File: config.mk
export PLATFORM = sky130hd
export DESIGN_NAME = pixie_dma_server
export DESIGN_NICKNAME = d
export VERILOG_FILES = /design/src/rtl/pixie_dma_server.sv
export SDC_FILE = /design/constraint.sdc
export NUM_CORES = 1
export LEC_CHECK = 0
export CELL_PAD_IN_SITES_DETAIL_PLACEMENT = 1
export CELL_PAD_IN_SITES_GLOBAL_PLACEMENT = 1
export CORE_MARGIN = 3
export CORE_UTILIZATION = 45
export DETAILED_ROUTE_END_ITERATION = 7
export DONT_BUFFER_PORTS = 1
export PLACE_DENSITY = 0.74
export REMOVE_ABC_BUFFERS = 1
export SLEW_MARGIN = 20
export SYNTH_ARGS = -nofsm -noshare
export SYNTH_HDL_FRONTEND = slang
export SYNTH_SLANG_ARGS = --single-unit
File: constraint.sdc
create_clock -name clk_sys -period 1.7 [get_ports clk_sys]
set_input_delay 0 -clock clk_sys [delete_from_list [all_inputs] [get_ports clk_sys]]
set_output_delay 0 -clock clk_sys [all_outputs]
set_load 0.01 [all_outputs]
File: src/rtl/pixie_dma_server.sv
// pixie_dma_server: port-B owner of the shared program/display dpram.
// Serves CDP1861 display-DMA byte reads (vid_rd -> vid_ack) and
// ROM/cartridge download writes. A write that arrives during a video read
// is parked in a one-entry hold register and issued after the ack.
// Optional feature macro: PIXIE_DMA_OVERRUN_EN. When it is defined,
// ovr_cnt counts dropped video requests. When it is not defined,
// ovr_cnt is tied to zero.
module pixie_dma_server #(
  parameter int unsigned       ADDR_W    = 12,
  parameter logic [ADDR_W-1:0] VRAM_BASE = 12'h900,
  parameter logic [ADDR_W-1:0] CART_BASE = 12'h400,
  parameter int unsigned       LAT       = 1
) (
  input  logic              clk_sys,
  input  logic              reset,
  input  logic              ioctl_download,
  input  logic [7:0]        ioctl_index,
  input  logic              ioctl_wr,
  input  logic [24:0]       ioctl_addr,
  input  logic [7:0]        ioctl_dout,
  input  logic              vid_rd,
  input  logic [9:0]        vid_addr,
  output logic [7:0]        vid_data,
  output logic              vid_ack,
  output logic              mem_ce,
  output logic              mem_wr,
  output logic [ADDR_W-1:0] mem_addr,
  output logic [7:0]        mem_din,
  input  logic [7:0]        mem_dout,
  output logic              busy,
  output logic [7:0]        ovr_cnt
);

  typedef enum logic [2:0] {
    S_IDLE, S_DL_WR, S_VID_RD, S_VID_WAIT, S_VID_ACK
  } state_e;

  state_e            state_q, state_d;
  logic [1:0]        cnt_q, cnt_d;
  logic              zpend_q, zpend_d;
  logic              hold_v_q, hold_v_d;
  logic [ADDR_W-1:0] hold_addr_q, hold_addr_d;
  logic [7:0]        hold_din_q, hold_din_d;
  logic [7:0]        vid_data_q, vid_data_d;
  logic              vid_ack_q, vid_ack_d;
  logic              mem_ce_q, mem_ce_d;
  logic              mem_wr_q, mem_wr_d;
  logic [ADDR_W-1:0] mem_addr_q, mem_addr_d;
  logic [7:0]        mem_din_q, mem_din_d;
  logic              busy_q, busy_d;

  logic              dl_wr_in;
  logic              vid_active;
  logic              ovr_hit;
  logic [ADDR_W-1:0] wr_addr;
  logic [ADDR_W-1:0] rd_addr;
  logic              unused_addr_bits;

  assign dl_wr_in         = ioctl_download & ioctl_wr;
  assign vid_active       = (state_q == S_VID_RD) || (state_q == S_VID_WAIT) ||
                            (state_q == S_VID_ACK);
  // A second request while one is outstanding (real or zero-ack) is dropped.
  assign ovr_hit          = vid_rd & (vid_active | zpend_q);
  assign wr_addr          = (ioctl_index == 8'd0) ? ioctl_addr[ADDR_W-1:0]
                                                  : CART_BASE + ioctl_addr[ADDR_W-1:0];
  assign rd_addr          = VRAM_BASE + ADDR_W'(vid_addr);
  assign unused_addr_bits = ^ioctl_addr[24:ADDR_W];

  // Next-state and next-output computation for the port-B arbiter FSM.
  always_comb begin
    // NOTE: every *_d gets a default here so no path leaves it unassigned (no latches).
    state_d     = state_q;
    cnt_d       = cnt_q;
    zpend_d     = vid_rd & ioctl_download & ~ovr_hit;
    hold_v_d    = hold_v_q;
    hold_addr_d = hold_addr_q;
    hold_din_d  = hold_din_q;
    vid_ack_d   = zpend_q;
    vid_data_d  = zpend_q ? 8'h00 : vid_data_q;
    mem_ce_d    = 1'b0;
    mem_wr_d    = 1'b0;
    mem_addr_d  = mem_addr_q;
    mem_din_d   = mem_din_q;

    unique case (state_q)
      S_IDLE, S_DL_WR: begin
        if (dl_wr_in) begin
          state_d    = S_DL_WR;
          mem_ce_d   = 1'b1;
          mem_wr_d   = 1'b1;
          mem_addr_d = wr_addr;
          mem_din_d  = ioctl_dout;
        end else if (vid_rd && !ioctl_download && !ovr_hit) begin
          state_d    = S_VID_RD;
          mem_ce_d   = 1'b1;
          mem_addr_d = rd_addr;
        end else begin
          state_d = S_IDLE;
        end
      end
      S_VID_RD, S_VID_WAIT: begin
        if (dl_wr_in && !hold_v_q) begin
          hold_v_d    = 1'b1;
          hold_addr_d = wr_addr;
          hold_din_d  = ioctl_dout;
        end
        if (state_q == S_VID_RD) begin
          state_d = S_VID_WAIT;
          cnt_d   = 2'(LAT - 1);
        end else if (cnt_q == 2'd0) begin
          state_d    = S_VID_ACK;
          vid_ack_d  = 1'b1;
          vid_data_d = mem_dout;
        end else begin
          cnt_d = cnt_q - 2'd1;
        end
      end
      S_VID_ACK: begin
        if (hold_v_q) begin
          state_d    = S_DL_WR;
          hold_v_d   = 1'b0;
          mem_ce_d   = 1'b1;
          mem_wr_d   = 1'b1;
          mem_addr_d = hold_addr_q;
          mem_din_d  = hold_din_q;
        end else if (dl_wr_in) begin
          state_d    = S_DL_WR;
          mem_ce_d   = 1'b1;
          mem_wr_d   = 1'b1;
          mem_addr_d = wr_addr;
          mem_din_d  = ioctl_dout;
        end else begin
          state_d = S_IDLE;
        end
      end
      default: state_d = S_IDLE;
    endcase

    busy_d = (state_d != S_IDLE);
  end

  // State and registered-output flops; reset aborts any transaction in flight.
  always_ff @(posedge clk_sys or posedge reset) begin
    if (reset) begin
      state_q     <= S_IDLE;
      cnt_q       <= 2'd0;
      zpend_q     <= 1'b0;
      hold_v_q    <= 1'b0;
      hold_addr_q <= '0;
      hold_din_q  <= 8'h00;
      vid_data_q  <= 8'h00;
      vid_ack_q   <= 1'b0;
      mem_ce_q    <= 1'b0;
      mem_wr_q    <= 1'b0;
      mem_addr_q  <= '0;
      mem_din_q   <= 8'h00;
      busy_q      <= 1'b0;
    end else begin
      // NOTE: non-blocking assignments so every flop samples pre-edge values.
      state_q     <= state_d;
      cnt_q       <= cnt_d;
      zpend_q     <= zpend_d;
      hold_v_q    <= hold_v_d;
      hold_addr_q <= hold_addr_d;
      hold_din_q  <= hold_din_d;
      vid_data_q  <= vid_data_d;
      vid_ack_q   <= vid_ack_d;
      mem_ce_q    <= mem_ce_d;
      mem_wr_q    <= mem_wr_d;
      mem_addr_q  <= mem_addr_d;
      mem_din_q   <= mem_din_d;
      busy_q      <= busy_d;
    end
  end

`ifdef PIXIE_DMA_OVERRUN_EN
  logic [7:0] ovr_q, ovr_d;

  // Saturating count of dropped video requests.
  always_comb begin
    ovr_d = ovr_q;
    if (ovr_hit && (ovr_q != 8'hFF)) ovr_d = ovr_q + 8'd1;
  end

  // Overrun counter flop, cleared only by reset.
  always_ff @(posedge clk_sys or posedge reset) begin
    if (reset) ovr_q <= 8'h00;
    else       ovr_q <= ovr_d;
  end

  assign ovr_cnt = ovr_q;
`else
  assign ovr_cnt = 8'h00;
`endif

  assign vid_data = vid_data_q;
  assign vid_ack  = vid_ack_q;
  assign mem_ce   = mem_ce_q;
  assign mem_wr   = mem_wr_q;
  assign mem_addr = mem_addr_q;
  assign mem_din  = mem_din_q;
  assign busy     = busy_q;

endmodule

---- Yosys cells after proc, flatten, opt, wreduce, memory -nomap -nowiden ----
Cells that the tools add are included.
cells by class
  $add $sub $neg .......................... 3
  eq/ne operators ......................... 8
  muxes and demuxes ....................... 33
  bitwise gates (word level) .............. 6
  reduce and logical (&&, ||, !) cells .... 20
operators by type and width
  kind                                                  number
  2-to-1 mux 12 bit                                     5
  2-to-1 mux 8 bit                                      6
  one-hot mux 12 bit (2 select lines)                   1
  one-hot mux 8 bit (2 select lines)                    1
  adder 11 x 12 -> 12 bit (first input constant)        1
  adder 12 x 10 -> 12 bit (first input constant)        1
  2-to-1 mux 1 bit                                      10
  one-hot mux 3 bit (3 select lines)                    1
  zero test 8 bit                                       1
  2-to-1 mux 2 bit                                      4
  equality test 3 x 2 -> 1 bit (second input constant)  2
  2-to-1 mux 3 bit                                      2
  inequality test 3 bit (second input constant)         2
  one-hot mux 1 bit (2 select lines)                    3
  AND reduction 2 bit                                   3
  AND 1 bit                                             4
  inequality test 2 bit (second input constant)         2
  nonzero test 2 bit                                    2
  OR reduction 2 bit                                    2
  equality test 3 x 1 -> 1 bit (second input constant)  1
  equality test 3 bit (second input constant)           1
  logical AND 1 bit                                     3
  zero test 1 bit                                       3
  zero test 3 bit                                       1
  7 further kinds                                       8
storage, ports and cells
  flip-flop bits (word level) ............. 59
  logic and storage cells ................. 83

---- Longest topological paths before layout ----
  word-level depth ........................ 11
  mapped depth ............................ 7
  depth with buffers taken out ............ 6

---- Least setup slack after synthesis ----
OpenSTA, ideal clock, no wires.
  kind .................................... flip-flop to flip-flop
  start point ............................. register state_q[1]
  end point ............................... register mem_addr_q[3] (netlist: mem_addr[3])
  setup time .............................. 0.095 ns
  data arrival time ....................... 1.487 ns
  data required time ...................... 1.605 ns
  setup slack ............................. 0.117 ns
  cell stages (with the launch flop) ...... 6
  path buffers ............................ 1
  clock period less this slack ............ 1.583 ns
  path through ............................ dfrtp_1 > nor2b_4 > nor4b_2 > o311ai_4 > buf_2 > o31ai_1
between the ends
  cells in the longest elaborated chain, start to end .. 9
ends and longest elaborated chain
  item                             line  RTL
  from (decl)                      38    state_e state_q, state_d;
  from (signal assigned)           160   state_q <= state_d;
  equality test 3 x 2 -> 1 bit     60    assign vid_active = (state_q == S_VID_RD) || (state_q == S_VID_WAIT) ||
  logical OR 1 bit (2 in a row)    60
  bitwise OR 1 bit                 63    assign ovr_hit = vid_rd & (vid_active | zpend_q);
  AND 1 bit                        63
  zero test 1 bit                  93    end else if (vid_rd && !ioctl_download && !ovr_hit) begin
  logical AND 1 bit                93
  inequality test 3 bit (no line)  n/a
  AND reduction 3 bit (no line)    n/a
  to (signal assigned)             170   mem_addr_q <= mem_addr_d;
  to (decl)                        48    logic [ADDR_W-1:0] mem_addr_q, mem_addr_d;
Several ways; a longest one is shown, not always the timed one.
A chain may end at the register's enable or synchronous reset.

---- Final worst setup path ----
  start point ............................. register state_q[1]
  end point ............................... register mem_addr_q[0] (netlist: mem_addr[0])
The elaborated chain is that of the path after synthesis.

==> results.md <==
- The run finished, with violations left.
- The final reports fail on setup timing.
- After synthesis, the mean cell area works out to 11.3 um2.
- The dominant cell by count in the synthesized netlist is dfrtp_1.
- The final wirelength is 7.63 mm.
- After technology mapping, the gate count stands at 246.
- Compared with the post-synthesis result, the final layout area differs by 31.9%.
- The number of maximum-capacitance violations is 0.
- The flip-flop cell with the highest count after synthesis is dfrtp_1.
- The cell type with the highest aggregate area in the netlist is dfrtp_1.
- The shortest clock period the worst path allows after layout is 1.70 ns.
- The cell type group with the largest total delay on the critical path is simple AND/OR/NAND/NOR gates.
- Before antenna repair, the detailed router went through 4 iterations.
- The wire length of the first global-routing pass is 11.9 mm.
- The core region is 5960 um2.
- The reported leakage power is 1.59 nW.
- The type of element launching the critical path is a register.
- The starting density of the core is 46.8%.
- The clock reaches the later pin of the worst-skew pair after 0.34 ns.
- In this run, the number of DRC markers left after iteration 0 of detailed routing was 68.
- The number of H-tree levels is 3.
- The worst stage delay on the critical path is 0.42 ns.
- TritonCTS built the clock tree.
- The part of the cycle the worst path needs is 100%.
- The total clock buffers created by CTS is 9.
- No sink is reached through more buffers than the 2 on the longest clock path.
- The warning count from the yosys run is 0.
- The initialized floorplan defines 28 standard-cell rows.
- The share of the Yosys chip area taken by registers is 52.9%.
- The count of nets left with antenna violations once routing finished came out at 0.
- Setup repair after global routing could not meet its margin everywhere.
- Global routing consumed, over all layers together, 21.8% of the routing resources.
- The arrival time at the worst endpoint is 1.94 ns.
- The post-synthesis async set-or-reset flop share is 100%.
- In the final routed layout, each cell accounts on average for 19.7 um.
- The synthesized cell area is 2790 um2.
- For this run, the top clock speed supported by timing is 0.588 GHz.
- The weighted congestion at the end of routability-driven global placement is 0.814.
- The mean number of vias per cell is 5.42.
- Across the VDD grid, the largest voltage drop is 0.815 mV.
- Summed over all layers, the global routing overflow is 0.
- The power density over the cells is 1620 nW/um2.
- At the pin with the least slew margin, the transition time is 0.536 ns.
- Measured along the x axis, the die boundary spans 84.7 um.
- The number of buffers inserted by port buffering is 0.
- The cell at the slowest stage of the critical path is dfrtp_1.
- The sum of negative setup slack is -0.000757 ns.
- The number of global-route vias before repair is 2359.
- Across all layers, the routed design uses 2098 vias.
- In this run the worst path has a maximum fanout of 4.
- The number of endpoints with negative hold slack in the final report was 0.
- The proportion of netlist area held by the largest area contributor is 52.9%.
- After synthesis, the cell types taking the most area are dfrtp_1 (53%), mux2_2 (7.7%), mux2i_1 (3.6%).
- The signal on the critical path passes through or3b_4, buf_6, a21oi_4, buf_4, nor2_1, o31ai_2.
- The largest net degree at the start of global routing is 28.
- The overall die height is 84.7 um.
- After synthesis the netlist holds a flip-flop and latch count of 59.
- The final layout contains 373 nets.
- The critical path contains buffers and inverters numbering 2 combined.
- The repair_antennas step left the layout with diodes totalling 0.
- The number of failing setup endpoints in the final timing report is 1.
- The cell sitting at the root of the clock tree is a clkbuf_8.
- Before CTS, the worst setup slack after placement is -0.0172 ns.
- The clock skew is 0.0139 ns.
- The type of element capturing the critical path is a register.
- The count of flip-flops with a built-in enable after synthesis is 0.
- Ranked by instance count, the synthesized netlist is headed by dfrtp_1 (59), nand2_1 (25), nor2_1 (21).
- The initial antenna violation count is 0.
- The total count of max-transition violations in the final report is 0.
- After detailed routing, the number of remaining DRC violations is 0.
- The max-slew headroom at the worst pin is 64.2%.
- The ratio of cells with drive above 1 in the final layout is 26.6%.
- The HPWL reported at the end of detailed placement is 4.44 mm.
- The path category of the worst min-delay check is input pin to register.
- For the worst setup path, the data required time is 1.94 ns.
- Synthesis instantiated 41 different standard cells from the library.
- The number of clock sinks is 59.
- The post-layout worst setup margin is -0.000757 ns.
- The count of pins on the block boundary is 104.
- Clock-pin slew was measured on the worst setup and hold paths at 0.06 ns.
- The total die area is 7180 um2.
- The type of the worst setup path is register to register.
==> kinds of logic (layout without fill, tap and decap cells) <==
| group | after synthesis | count (layout) | share of synthesized area, % |
|---|---|---|---|
| AOI/OAI and AO/OA | 54 | 54 | 14.9 |
| xor gates and xnor gates | 2 | 2 | 0.628 |
| adders and majority gates | 2 | 2 | 0.897 |
| buffers and inverters | 26 | 85 | 5.65 |
| DFF | 59 | 59 | 52.9 |
| muxes | 29 | 29 | 11.3 |
| other | 1 | 8 | 0.134 |
| and+or+nand+nor | 73 | 73 | 13.6 |
==> where the power goes <==
group / internal [mW] / leakage, nW / total [mW] / switching [mW]
clock: 0.903 / 0.113 / 1.47 / 0.563
sequential: 2.03 / 0.724 / 2.62 / 0.588
combinational: 0.916 / 0.757 / 1.88 / 0.959
total: 3.85 / 1.59 / 5.96 / 2.11
==> state kept, by name (all words and copies together) (netlist names), 2 cells and up <==
name,count
cnt_q,2
hold_din_q,8
mem_addr,12
vid_data,8
mem_din,8
hold_addr_q,12
state_q,3
==> worst paths after layout <==
kind                           startpoint            to  slack [ns]  cells after the start
min reg2reg                      cnt_q[1]      cnt_q[1]        0.49                      2
max                            state_q[1]   mem_addr[0]     -0.0008                      6
min in group asynchronous           reset       vid_ack        0.17                      2
min                        ioctl_addr[11]  mem_addr[11]        0.01                      3
max reg2reg                    state_q[1]   mem_addr[0]     -0.0008                      6
max in group asynchronous           reset    mem_din[0]        0.97                      3
==> stage by stage <==
stage	instance area, um2	utilization (%)	hold WS, ns	instances	power [mW]
floorplan	2680	-	0.117	234	3.64
global placement	2970	49.9	-0.0445	331	4.14
detailed placement	2970	49.9	-0.0431	331	4.25
CTS	3610	60.7	0.00358	386	5.83
global route	3680	61.7	0.0522	387	6.31
finish	3680	61.7	0.0136	387	5.96
==> layout by cell type, fill, tap and decap left out, types with 8 or more instances in the layout <==
cell / Yosys / routed
mux2i_1: 10 / 9
dfrtp_1: 59 / 59
nand2_1: 25 / 25
buf_4: 8 / 15
nor2_1: 21 / 20
o21ai_0: 16 / 15
clkbuf_8: 0 / 11
conb_1: 1 / 8
o22ai_1: 10 / 10
mux2_2: 19 / 19
o31ai_2: 8 / 8
nand2b_1: 9 / 9
a21oi_1: 11 / 11
dlygate4sd3_1: 0 / 39
==> metal layers <==
metal	global-route usage, %	part of all wire [%]
met4	9.35	1.5
met1	25.0	40
met3	6.97	5.7
met2	37.4	53
met5	0	0
==> layout make-up <==
type | count | area [um2]
Sequential cell | 59 | 1480
Multi-Input combinational cell | 168 | 1240
Inverter | 7 | 26.3
Tap cell | 75 | 93.8
Clock inverter | 4 | 72.6
Timing Repair Buffer | 62 | 611
Clock buffer | 12 | 155
Fill cell | 609 | 2280
==> worst reg2reg max path, cell delays in order, from the launching register on <==
cell and delay, ns:
dfrtp_1 0.42, or3b_4 0.42, buf_6 0.15, a21oi_4 0.19
buf_4 0.17, nor2_1 0.06, o31ai_2 0.20
==> timing repair <==
| item | in CTS | in global routing |
|---|---|---|
| setup buffers | 0 | 1 |
| endpoints found under the hold margin | 95 | 0 |
| resized for setup | 4 | 13 |
| hold buffers | 39 | 0 |
| endpoints found under the setup margin | 4 | 32 |
| pin swaps | 1 | 0 |
Power figures use the tool's default switching activity.
